===== src/rtl/camera_dummy_pkg.sv =====
// Shared definitions for the camera stand-in.
//   cam_state_e : control FSM states (IDLE / BURST / WAIT)
//   LED_ON      : drive level that lights a board LED (LEDs are active-low)
//   led_drive() : maps "indicator active" to the LED pin level
package camera_dummy_pkg;

    typedef enum logic [1:0] {
        ST_IDLE  = 2'd0,
        ST_BURST = 2'd1,
        ST_WAIT  = 2'd2
    } cam_state_e;

    localparam logic LED_ON = 1'b0;

    function automatic logic led_drive(input logic active);
        return active ? LED_ON : ~LED_ON;
    endfunction

endpackage


===== src/rtl/sclk_activity_det.sv =====
// SCLK activity detector.
// Synchronises the free-running host SPI clock into the CLK domain and reports
// burst activity.
//   CLK  in  : core clock
//   RST  in  : synchronous active-low reset
//   SCLK in  : host SPI clock straight from the pin (asynchronous)
//   BUSY out : burst in progress, registered
//   RISE out : single-cycle strobe, BUSY goes high at the next CLK edge
//   FALL out : single-cycle strobe, BUSY goes low at the next CLK edge
// RISE/FALL are decoded from registers so the consumer can act on the same edge
// at which BUSY changes.
module sclk_activity_det #(
    parameter int IDLE_CYC = 64
) (
    input  logic CLK,
    input  logic RST,
    input  logic SCLK,
    output logic BUSY,
    output logic RISE,
    output logic FALL
);

    localparam int ICW = $clog2(IDLE_CYC + 1);

    logic           sclk_meta_r;
    logic           sclk_sync_r;
    logic           sclk_prev_r;
    logic [2:0]     vld_r;
    logic [ICW-1:0] idle_cnt_r;
    logic           busy_r;
    logic           edge_s;
    logic           rise_s;
    logic           fall_s;

    // Two-flop synchroniser, history flop and pipeline-valid shift register.
    always_ff @(posedge CLK) begin
        if (!RST) begin
            sclk_meta_r <= 1'b0;
            sclk_sync_r <= 1'b0;
            sclk_prev_r <= 1'b0;
            vld_r       <= 3'b000;
        end else begin
            sclk_meta_r <= SCLK;
            sclk_sync_r <= sclk_meta_r;
            sclk_prev_r <= sclk_sync_r;
            vld_r       <= {vld_r[1:0], 1'b1};
        end
    end

    // Edge decode; masked until the synchroniser holds real pin samples so a
    // pin resting high at reset release is not mistaken for activity.
    always_comb begin
        edge_s = (sclk_sync_r ^ sclk_prev_r) & vld_r[2];
        rise_s = edge_s & ~busy_r;
        fall_s = ~edge_s & busy_r & (idle_cnt_r == ICW'(IDLE_CYC - 1));
    end

    // Idle counter and BUSY flag: every edge reloads, IDLE_CYC quiet cycles end the burst.
    always_ff @(posedge CLK) begin
        if (!RST) begin
            idle_cnt_r <= {ICW{1'b0}};
            busy_r     <= 1'b0;
        end else if (edge_s) begin
            idle_cnt_r <= {ICW{1'b0}};
            busy_r     <= 1'b1;
        end else if (busy_r) begin
            idle_cnt_r <= idle_cnt_r + ICW'(1);
            busy_r     <= ~fall_s;
        end else begin
            idle_cnt_r <= idle_cnt_r;
            busy_r     <= busy_r;
        end
    end

    assign BUSY = busy_r;
    assign RISE = rise_s;
    assign FALL = fall_s;

endmodule


===== src/rtl/camera_phase_dummy.sv =====
// Camera stand-in for host bring-up.
// When an SCLK burst ends the next lookup phase is published on LOOKUP, and INT
// is raised DELAY_CYC cycles later. A burst starting while INT is still pending
// aborts it and sets the sticky OVERRUN flag.
//   CLK       in  : core clock
//   RST       in  : synchronous active-low reset
//   SCLK      in  : host SPI clock (asynchronous)
//   CLR_OVR   in  : clears OVERRUN (a simultaneous set wins)
//   INT       out : interrupt, level or 1-cycle pulse (INT_PULSE)
//   LOOKUP    out : current phase index
//   BUSY      out : SPI burst in progress
//   OVERRUN   out : sticky abort flag
//   FRAME_CNT out : INTs issued, wraps
//   LED_R/G/B out : active-low mirrors of INT, |LOOKUP, BUSY
module camera_phase_dummy
    import camera_dummy_pkg::*;
#(
    parameter  int NUM_PHASES = 2,
    parameter  int IDLE_CYC   = 64,
    parameter  int DELAY_CYC  = 239980,
    parameter  int CNT_W      = 32,
    parameter  int INT_PULSE  = 0,
    parameter  int FCW        = 16,
    localparam int PW         = (NUM_PHASES > 2) ? $clog2(NUM_PHASES) : 1
) (
    input  logic           CLK,
    input  logic           RST,
    input  logic           SCLK,
    input  logic           CLR_OVR,
    output logic           INT,
    output logic [PW-1:0]  LOOKUP,
    output logic           BUSY,
    output logic           OVERRUN,
    output logic [FCW-1:0] FRAME_CNT,
    output logic           LED_R,
    output logic           LED_G,
    output logic           LED_B
);

    cam_state_e     state_r;
    cam_state_e     state_nxt_s;
    logic           busy_s;
    logic           rise_s;
    logic           fall_s;
    logic           delay_done_s;
    logic           int_fire_s;
    logic           ovr_set_s;
    logic [CNT_W-1:0] dly_cnt_r;
    logic           int_r;
    logic [PW-1:0]  lookup_r;
    logic [PW-1:0]  phase_next_r;
    logic           ovr_r;
    logic [FCW-1:0] frame_r;

    sclk_activity_det #(
        .IDLE_CYC (IDLE_CYC)
    ) u_det (
        .CLK  (CLK),
        .RST  (RST),
        .SCLK (SCLK),
        .BUSY (busy_s),
        .RISE (rise_s),
        .FALL (fall_s)
    );

    // FSM state register.
    always_ff @(posedge CLK) begin
        if (!RST) begin
            state_r <= ST_IDLE;
        end else begin
            state_r <= state_nxt_s;
        end
    end

    // FSM next-state decode; a new burst always takes priority over delay completion.
    always_comb begin
        state_nxt_s = state_r;
        case (state_r)
            ST_IDLE: begin
                if (rise_s) state_nxt_s = ST_BURST;
                else        state_nxt_s = ST_IDLE;
            end
            ST_BURST: begin
                if (fall_s) state_nxt_s = ST_WAIT;
                else        state_nxt_s = ST_BURST;
            end
            ST_WAIT: begin
                if (rise_s)            state_nxt_s = ST_BURST;
                else if (delay_done_s) state_nxt_s = ST_IDLE;
                else                   state_nxt_s = ST_WAIT;
            end
            default: state_nxt_s = ST_IDLE;
        endcase
    end

    // FSM output strobes.
    always_comb begin
        delay_done_s = (state_r == ST_WAIT) && (dly_cnt_r == CNT_W'(DELAY_CYC - 1));
        int_fire_s   = delay_done_s && !rise_s;
        ovr_set_s    = rise_s && (state_r == ST_WAIT);
    end

    // Phase sequencing: advance on burst start, publish on burst end.
    always_ff @(posedge CLK) begin
        if (!RST) begin
            lookup_r     <= {PW{1'b0}};
            phase_next_r <= {PW{1'b0}};
        end else if (rise_s) begin
            lookup_r     <= {PW{1'b0}};
            phase_next_r <= (phase_next_r == PW'(NUM_PHASES - 1)) ? {PW{1'b0}}
                                                                  : phase_next_r + PW'(1);
        end else if (fall_s) begin
            lookup_r     <= phase_next_r;
            phase_next_r <= phase_next_r;
        end else begin
            lookup_r     <= lookup_r;
            phase_next_r <= phase_next_r;
        end
    end

    // INT delay counter; stops at DELAY_CYC-1 because the FSM leaves WAIT there.
    always_ff @(posedge CLK) begin
        if (!RST) begin
            dly_cnt_r <= {CNT_W{1'b0}};
        end else if (fall_s) begin
            dly_cnt_r <= {CNT_W{1'b0}};
        end else if ((state_r == ST_WAIT) && !delay_done_s) begin
            dly_cnt_r <= dly_cnt_r + CNT_W'(1);
        end else begin
            dly_cnt_r <= dly_cnt_r;
        end
    end

    // INT and frame counter; INT is cleared by any burst start.
    always_ff @(posedge CLK) begin
        if (!RST) begin
            int_r   <= 1'b0;
            frame_r <= {FCW{1'b0}};
        end else if (rise_s) begin
            int_r   <= 1'b0;
            frame_r <= frame_r;
        end else if (int_fire_s) begin
            int_r   <= 1'b1;
            frame_r <= frame_r + FCW'(1);
        end else if (INT_PULSE != 0) begin
            int_r   <= 1'b0;
            frame_r <= frame_r;
        end else begin
            int_r   <= int_r;
            frame_r <= frame_r;
        end
    end

    // Sticky overrun flag; a set in the same cycle as CLR_OVR wins.
    always_ff @(posedge CLK) begin
        if (!RST) begin
            ovr_r <= 1'b0;
        end else if (ovr_set_s) begin
            ovr_r <= 1'b1;
        end else if (CLR_OVR) begin
            ovr_r <= 1'b0;
        end else begin
            ovr_r <= ovr_r;
        end
    end

    assign INT       = int_r;
    assign LOOKUP    = lookup_r;
    assign BUSY      = busy_s;
    assign OVERRUN   = ovr_r;
    assign FRAME_CNT = frame_r;
    assign LED_R     = led_drive(int_r);
    assign LED_G     = led_drive(|lookup_r);
    assign LED_B     = led_drive(busy_s);

endmodule


===== config.mk =====
export PLATFORM = sky130hd
export DESIGN_NAME = camera_phase_dummy
export DESIGN_NICKNAME = d
export VERILOG_FILES = /design/src/rtl/camera_dummy_pkg.sv /design/src/rtl/sclk_activity_det.sv /design/src/rtl/camera_phase_dummy.sv
export SDC_FILE = /design/constraint.sdc
export NUM_CORES = 1
export LEC_CHECK = 0
export ABC_CLOCK_PERIOD_IN_PS = 4100
export CORE_UTILIZATION = 36
export DETAILED_ROUTE_END_ITERATION = 16
export DONT_BUFFER_PORTS = 1
export GPL_TIMING_DRIVEN = 0
export HOLD_SLACK_MARGIN = 0.1
export PLACE_DENSITY = 0.56
export RECOVER_POWER = 25
export SLEW_MARGIN = 20
export SYNTH_ARGS = -nofsm -noshare
export SYNTH_HDL_FRONTEND = slang
export SYNTH_SLANG_ARGS = --single-unit

===== constraint.sdc =====
create_clock -name CLK -period 4.1 [get_ports CLK]
set_input_delay 1.025 -clock CLK [delete_from_list [all_inputs] [get_ports CLK]]
set_output_delay 1.025 -clock CLK [all_outputs]
set_load 0.01 [all_outputs]

== Word-level counts from Yosys, hierarchy flattened ==
Cells that the tools add are included.

* Add/sub/neg operators: 4
* Equal/unequal tests: 4
* Mux-type cells: 14
* Bitwise logic cells: 10
* Reduce and logical (&&, ||, !) cells: 12

{| class="wikitable"
|+ Operator list
! kind !! count
|-
| 32-bit by 1-bit adder with 32-bit output (second input constant) || 1
|-
| 32-bit by 18-bit == test with 1-bit output (second input constant) || 1
|-
| 16-bit by 1-bit adder with 16-bit output (second input constant) || 1
|-
| 1-bit 2-to-1 mux || 10
|-
| 7-bit by 1-bit adder with 7-bit output (second input constant) || 1
|-
| 7-bit by 6-bit == test with 1-bit output (second input constant) || 1
|-
| 2-bit 2-to-1 mux || 3
|-
| 2-bit case mux with 3 select lines || 1
|-
| 2-bit OR reduction || 3
|-
| 1-bit inverter || 5
|-
| 1-bit bitwise AND || 4
|-
| 1-bit logical AND || 4
|-
| 2-bit by 1-bit == test with 1-bit output (second input constant) || 1
|-
| 2-bit == test (second input constant) || 1
|-
| 1-bit logical NOT || 2
|-
| 2-bit logical NOT || 1
|-
| 2-bit AND reduction || 1
|-
| 2-bit nonzero test || 1
|-
| 1-bit adder (second input constant) || 1
|-
| 1-bit XOR || 1
|}

* Bits in registers: 68
* Input bits: 4
* Output and inout port bits: 23

== Depth between registers and ports, before layout ==
* Word-level depth: 8
* Mapped depth: 8

== Modules after synthesis ==
From an unflattened synthesis, not the netlist that was laid out.

* Cell total of the unflattened synthesis: 348
* Area total of the unflattened synthesis: 3055.4 um^2

{| class="wikitable"
|+ Modules (own cells, without submodules)
! module !! times used !! cells each !! area an instance (um^2)
|-
| camera_phase_dummy || 1 || 298 || 2536.2
|-
| sclk_activity_det || 1 || 50 || 519.2
|}

== Least setup slack after synthesis ==
No wires, ideal clock.

* Kind: register -> register
* From: register dly_cnt_r[26]
* To: register frame_r[11], in the netlist FRAME_CNT[11]
* Library setup time: 0.071 ns
* Data arrival time: 2.413 ns
* Required time: 4.029 ns
* Path slack: 1.617 ns
* Stages on the path, launching flop included: 7
* Path buffers: 1
* Clock period less this slack: 2.483 ns
* Cell sequence: dfxtp_1 or4_1 or3_1 or4_4 buf_6 or4_1 a21oi_1

* Longest elaborated chain between the ends: 4

{| class="wikitable"
|+ Ends and longest elaborated chain
! element !! line !! source
|-
| start, declared || camera_phase_dummy.sv:48 || <nowiki>logic [CNT_W-1:0] dly_cnt_r;</nowiki>
|-
| start signal, assigned || camera_phase_dummy.sv:124 || <nowiki>dly_cnt_r <= {CNT_W{1'b0}};</nowiki>
|-
| start signal, assigned || camera_phase_dummy.sv:126 || <nowiki>dly_cnt_r <= {CNT_W{1'b0}};</nowiki>
|-
| start signal, assigned || camera_phase_dummy.sv:128 || <nowiki>dly_cnt_r <= dly_cnt_r + CNT_W'(1);</nowiki>
|-
| 32-bit by 18-bit == test with 1-bit output || camera_phase_dummy.sv:98 || <nowiki>delay_done_s = (state_r == ST_WAIT) && (dly_cnt_r == CNT_W'(DELAY_CYC - 1));</nowiki>
|-
| 1-bit logical AND || camera_phase_dummy.sv:98 ||
|-
| 1-bit logical AND || camera_phase_dummy.sv:99 || <nowiki>int_fire_s = delay_done_s && !rise_s;</nowiki>
|-
| 2-bit AND reduction (no source line) || - ||
|-
| end signal, assigned || camera_phase_dummy.sv:138 || <nowiki>frame_r <= {FCW{1'b0}};</nowiki>
|-
| end signal, assigned || camera_phase_dummy.sv:141 || <nowiki>frame_r <= frame_r;</nowiki>
|-
| end signal, assigned || camera_phase_dummy.sv:144 || <nowiki>frame_r <= frame_r + FCW'(1);</nowiki>
|-
| end, declared || camera_phase_dummy.sv:53 || <nowiki>logic [FCW-1:0] frame_r;</nowiki>
|}

Every way passes these cells.
A chain may end at the register's enable or synchronous reset.

== Worst setup path after layout ==
* From: register u_det.busy_r, in the netlist u_det.BUSY
* To: register dly_cnt_r[26]

* Longest elaborated chain between the ends: 3

{| class="wikitable"
|+ Ends and longest elaborated chain
! element !! line !! source
|-
| start, declared || sclk_activity_det.sv:30 || <nowiki>logic busy_r;</nowiki>
|-
| start signal, assigned || sclk_activity_det.sv:68 || <nowiki>busy_r <= ~fall_s;</nowiki>
|-
| start signal, assigned || sclk_activity_det.sv:71 || <nowiki>busy_r <= busy_r;</nowiki>
|-
| 1-bit bitwise AND (2 in a row) || sclk_activity_det.sv:55 || <nowiki>fall_s = ~edge_s & busy_r & (idle_cnt_r == ICW'(IDLE_CYC - 1));</nowiki>
|-
| 2-bit OR reduction (no source line) || - ||
|}

Every way passes these cells.

==> out/results.tsv <==
stage	metric	value	unit
run_status	status	finished clean	
setup_path	rr_endpoint	dly_cnt_r[26]	
timing	period_share	68.3	%
timing	finalHoldViolCount	0	
final_layout	layout.nets	387	
setup_path	cp_cell_sequence	clkbuf_1 > nand3_1 > a2111oi_1 > nand2b_1 > clkbuf_1 > clkbuf_1 > nor2_1	
setup_path	criticalPathCategory	register to register	
timing	setup_tns	0	ps
setup_path	critPathCaptureType	register	
setup_path	r2r_start	u_det.BUSY	
clock_network	ctsHoldBuffers	0	
logic_synthesis	yosys_warnings	0	
setup_path	required	4320	ps
floorplan	initial_core_util	37.6	%
setup_path	path_delay_family	buffers and inverters	
logic_synthesis	synthCells	369	
logic_synthesis	netlist_area	0.00312	sq mm
logic_synthesis	ys_seq_area_share	43.6	%
timing	relSlewSlack	36.6	%
setup_path	crit_path_max_incr_delay	880	ps
floorplan	ios	27	
grt	grt_pass1_vias	2479	
logic_synthesis	synth_compound_area_share	10.5	%
logic_synthesis	synthSimpleGateAreaFrac	31.8	%
timing	finalSetupViolCount	0	
drt	wl_per_cell	14.0	um
floorplan	die_h	95.1	um
final_layout	mostFrequentLayoutCell	dfxtp_1	
drt	firstDrtPassIters	4	
timing	max_slew.worst_pin.slew	949	ps
placed_design	gp_congestion	0.795	
logic_synthesis	yosys-top-cells-area	dfxtp_1 44%, xor2_1 6.2%, nor2_1 5.9%	
timing	finalCriticalPeriod	2800	ps
power	power.leakage	1.08	nW
logic_synthesis	synth-edff-count	0	
drt	wl	6850	um
final_layout	insertedDiodeCount	0	
timing	max_freq	357	MHz
logic_synthesis	syn_area_per_cell	8.46	sq um
timing	rsz0062_at_grt	no	
final_layout	areaGrowthSynthToFinish	9.90	%
clock_network	cts_buffers	9	
clock_network	post-cts-setup-buffers	0	
power	power_density	346	mW/mm^2
final_layout	drive_gt1_share	5.19	%
logic_synthesis	synth_area_leader_cell	dfxtp_1	
logic_synthesis	synth_mux_area_share	0.642	%
clock_network	cts.reportedPaths.clkPinSlew	80	ps
drt	vias	2686	
logic_synthesis	synth_fa_ha_area_share	1.20	%
clock_network	cts_resized	0	
setup_path	r2r_setup_slack	1300	ps
timing	skew	12.2	ps
clock_network	cts_sinks	68	
hold_path	whs_endpoint	u_det.vld_r[1]	
logic_synthesis	synth-seq-cells	68	
clock_network	clock_path_buffers	2	
logic_synthesis	synth-main-ff-cell	dfxtp_1	
logic_synthesis	syn-num-nets	376	
setup_path	path_buf_inv	3	
final_layout	final_cell_mix	68 x dfxtp_1, 49 x nor2_1, 26 x a21oi_1, 24 x nand4_1, 23 x nand3_1	
hold_path	min_from	u_det.vld_r[0]	
placed_design	port_buffers	0	
grt	grt_antenna_before_repair	0	
hold_path	min_path_type	register to register	
floorplan	core_area	0.00830	sq mm
grt	grt_max_degree	14	
drt	ant_nets	0	
clock_network	cts_tree	built	
placed_design	place.detailed.hpwl	4750	um
setup_path	cp_max_fo	10	
hold_path	min_path_cells	1	
floorplan	row_count	33	
logic_synthesis	async_flop_share	0	%
logic_synthesis	synth_cell_type_count	38	
drt	via_per_inst	5.48	
setup_path	crit_arrival	3020	ps
grt	track_usage	16.8	%
setup_path	critPathSlowestCell	a2111oi_1	
logic_synthesis	synth_top_area_share	43.6	%
power	ir_drop	155	uV
run	maxCapViolations	0	
setup_path	critPathLaunchType	register	
timing	holdWs	433	ps
grt	grt_first_pass_wirelength	11600	um
clock_network	cts.htree.levels	3	
setup_path	worstSetupPathDepth	7	
clock_network	clock-root-buffer	clkbuf_8	
setup_path	cp_common_cell	clkbuf_1	
floorplan	chipWidth	95.1	um
timing	worst_slack	1300	ps
placed_design	place_ws	1270	ps
timing	maxSlewViolCount	0	
drt	route.detailed.drc	0	
clock_network	clock_latency	350	ps
floorplan	die_area	0.00904	sq mm
drt	dr.first_iter.drc_count	98	
logic_synthesis	synth-xor-area-share	8.70	%
logic_synthesis	synth_top_family_by_area	simple AND/OR/NAND/NOR gates	
grt	grt-ovfl-total	0	
setup_path	r2r_cells	7	
power by group:
| group | leakage (nW) | internal (mW) | total (mW) | switching (mW) |
|---|---|---|---|---|
| clock | 0.0896 | 0.222 | 0.501 | 0.279 |
| sequential | 0.549 | 0.663 | 0.665 | 0.00177 |
| combinational | 0.443 | 0.00415 | 0.0187 | 0.0145 |
| total | 1.08 | 0.889 | 1.19 | 0.296 |
kinds of logic (layout without fill, tap and decap cells):
family	count (synthesis)	after routing
compound gates	55	55
xor+xnor	31	31
fa+ha+maj	3	3
buf+inv	27	43
flops	68	68
mux	2	2
simple gates	183	183
final cells by class:
| cell class | instances | area [sq um] |
|---|---|---|
| well taps | 105 | 131 |
| multi-input cells | 274 | 1650 |
| plain buffers | 18 | 75.1 |
| inverters | 9 | 33.8 |
| fillers | 841 | 4870 |
| clock inverters | 7 | 52.6 |
| flip-flops and latches | 68 | 1360 |
| clock buffers | 9 | 124 |
state kept, by name, indices dropped and copies added, names as in the netlist:
register           flops
dly_cnt_r             32
FRAME_CNT             16
u_det.idle_cnt_r       7
u_det.vld_r            3
state_r                2
INT                    1
LOOKUP                 1
OVERRUN                1
phase_next_r           1
u_det.BUSY             1
u_det.sclk_meta_r      1
u_det.sclk_prev_r      1
u_det.sclk_sync_r      1
per-layer routing:
metal	vias up	global-route usage [%]	wire [um]
li1	1367	-	-
met1	1261	20.1	3380
met2	52	27.9	3110
met3	6	6.06	298
met4	0	5.30	65
met5	-	0	0
worst max path at each step:
stage	startpoint	to	slack (ps)
3_5_place_dp	u_det.BUSY	dly_cnt_r[26]	1270
6_report	u_det.BUSY	dly_cnt_r[26]	1300
5_1_grt	u_det.BUSY	dly_cnt_r[24]	1080
2_1_floorplan	dly_cnt_r[26]	FRAME_CNT[11]	1620
4_1_cts	u_det.BUSY	dly_cnt_r[26]	1240
3_3_place_gp	u_det.BUSY	dly_cnt_r[24]	1050
through the flow:
step	std cells	utilization (%)	power, mW	cell area (sq um)
6_report	490	41.3	1.19	3430
5_1_grt	490	41.3	1.24	3430
4_1_cts	490	41.3	1.21	3430
3_5_place_dp	474	39.2	0.700	3250
3_3_place_gp	474	39.2	0.700	3250
2_1_floorplan	369	-	0.693	3120
cells in the mapped netlist, types with 3 or more instances:
cell,count
o21ai_0,10
nand2_1,21
and4_1,4
clkbuf_1,17
nor4b_1,3
and2_1,7
xor2_1,22
nand4_1,24
nor3_1,4
a21oi_1,26
o31ai_1,12
xnor2_1,9
nor2_1,49
dfxtp_1,68
inv_1,8
nor4_1,6
or3_1,11
or4_1,13
nand3_1,23
ha_1,3
and3_1,9
No activity file was read; power rests on OpenSTA's default activity.
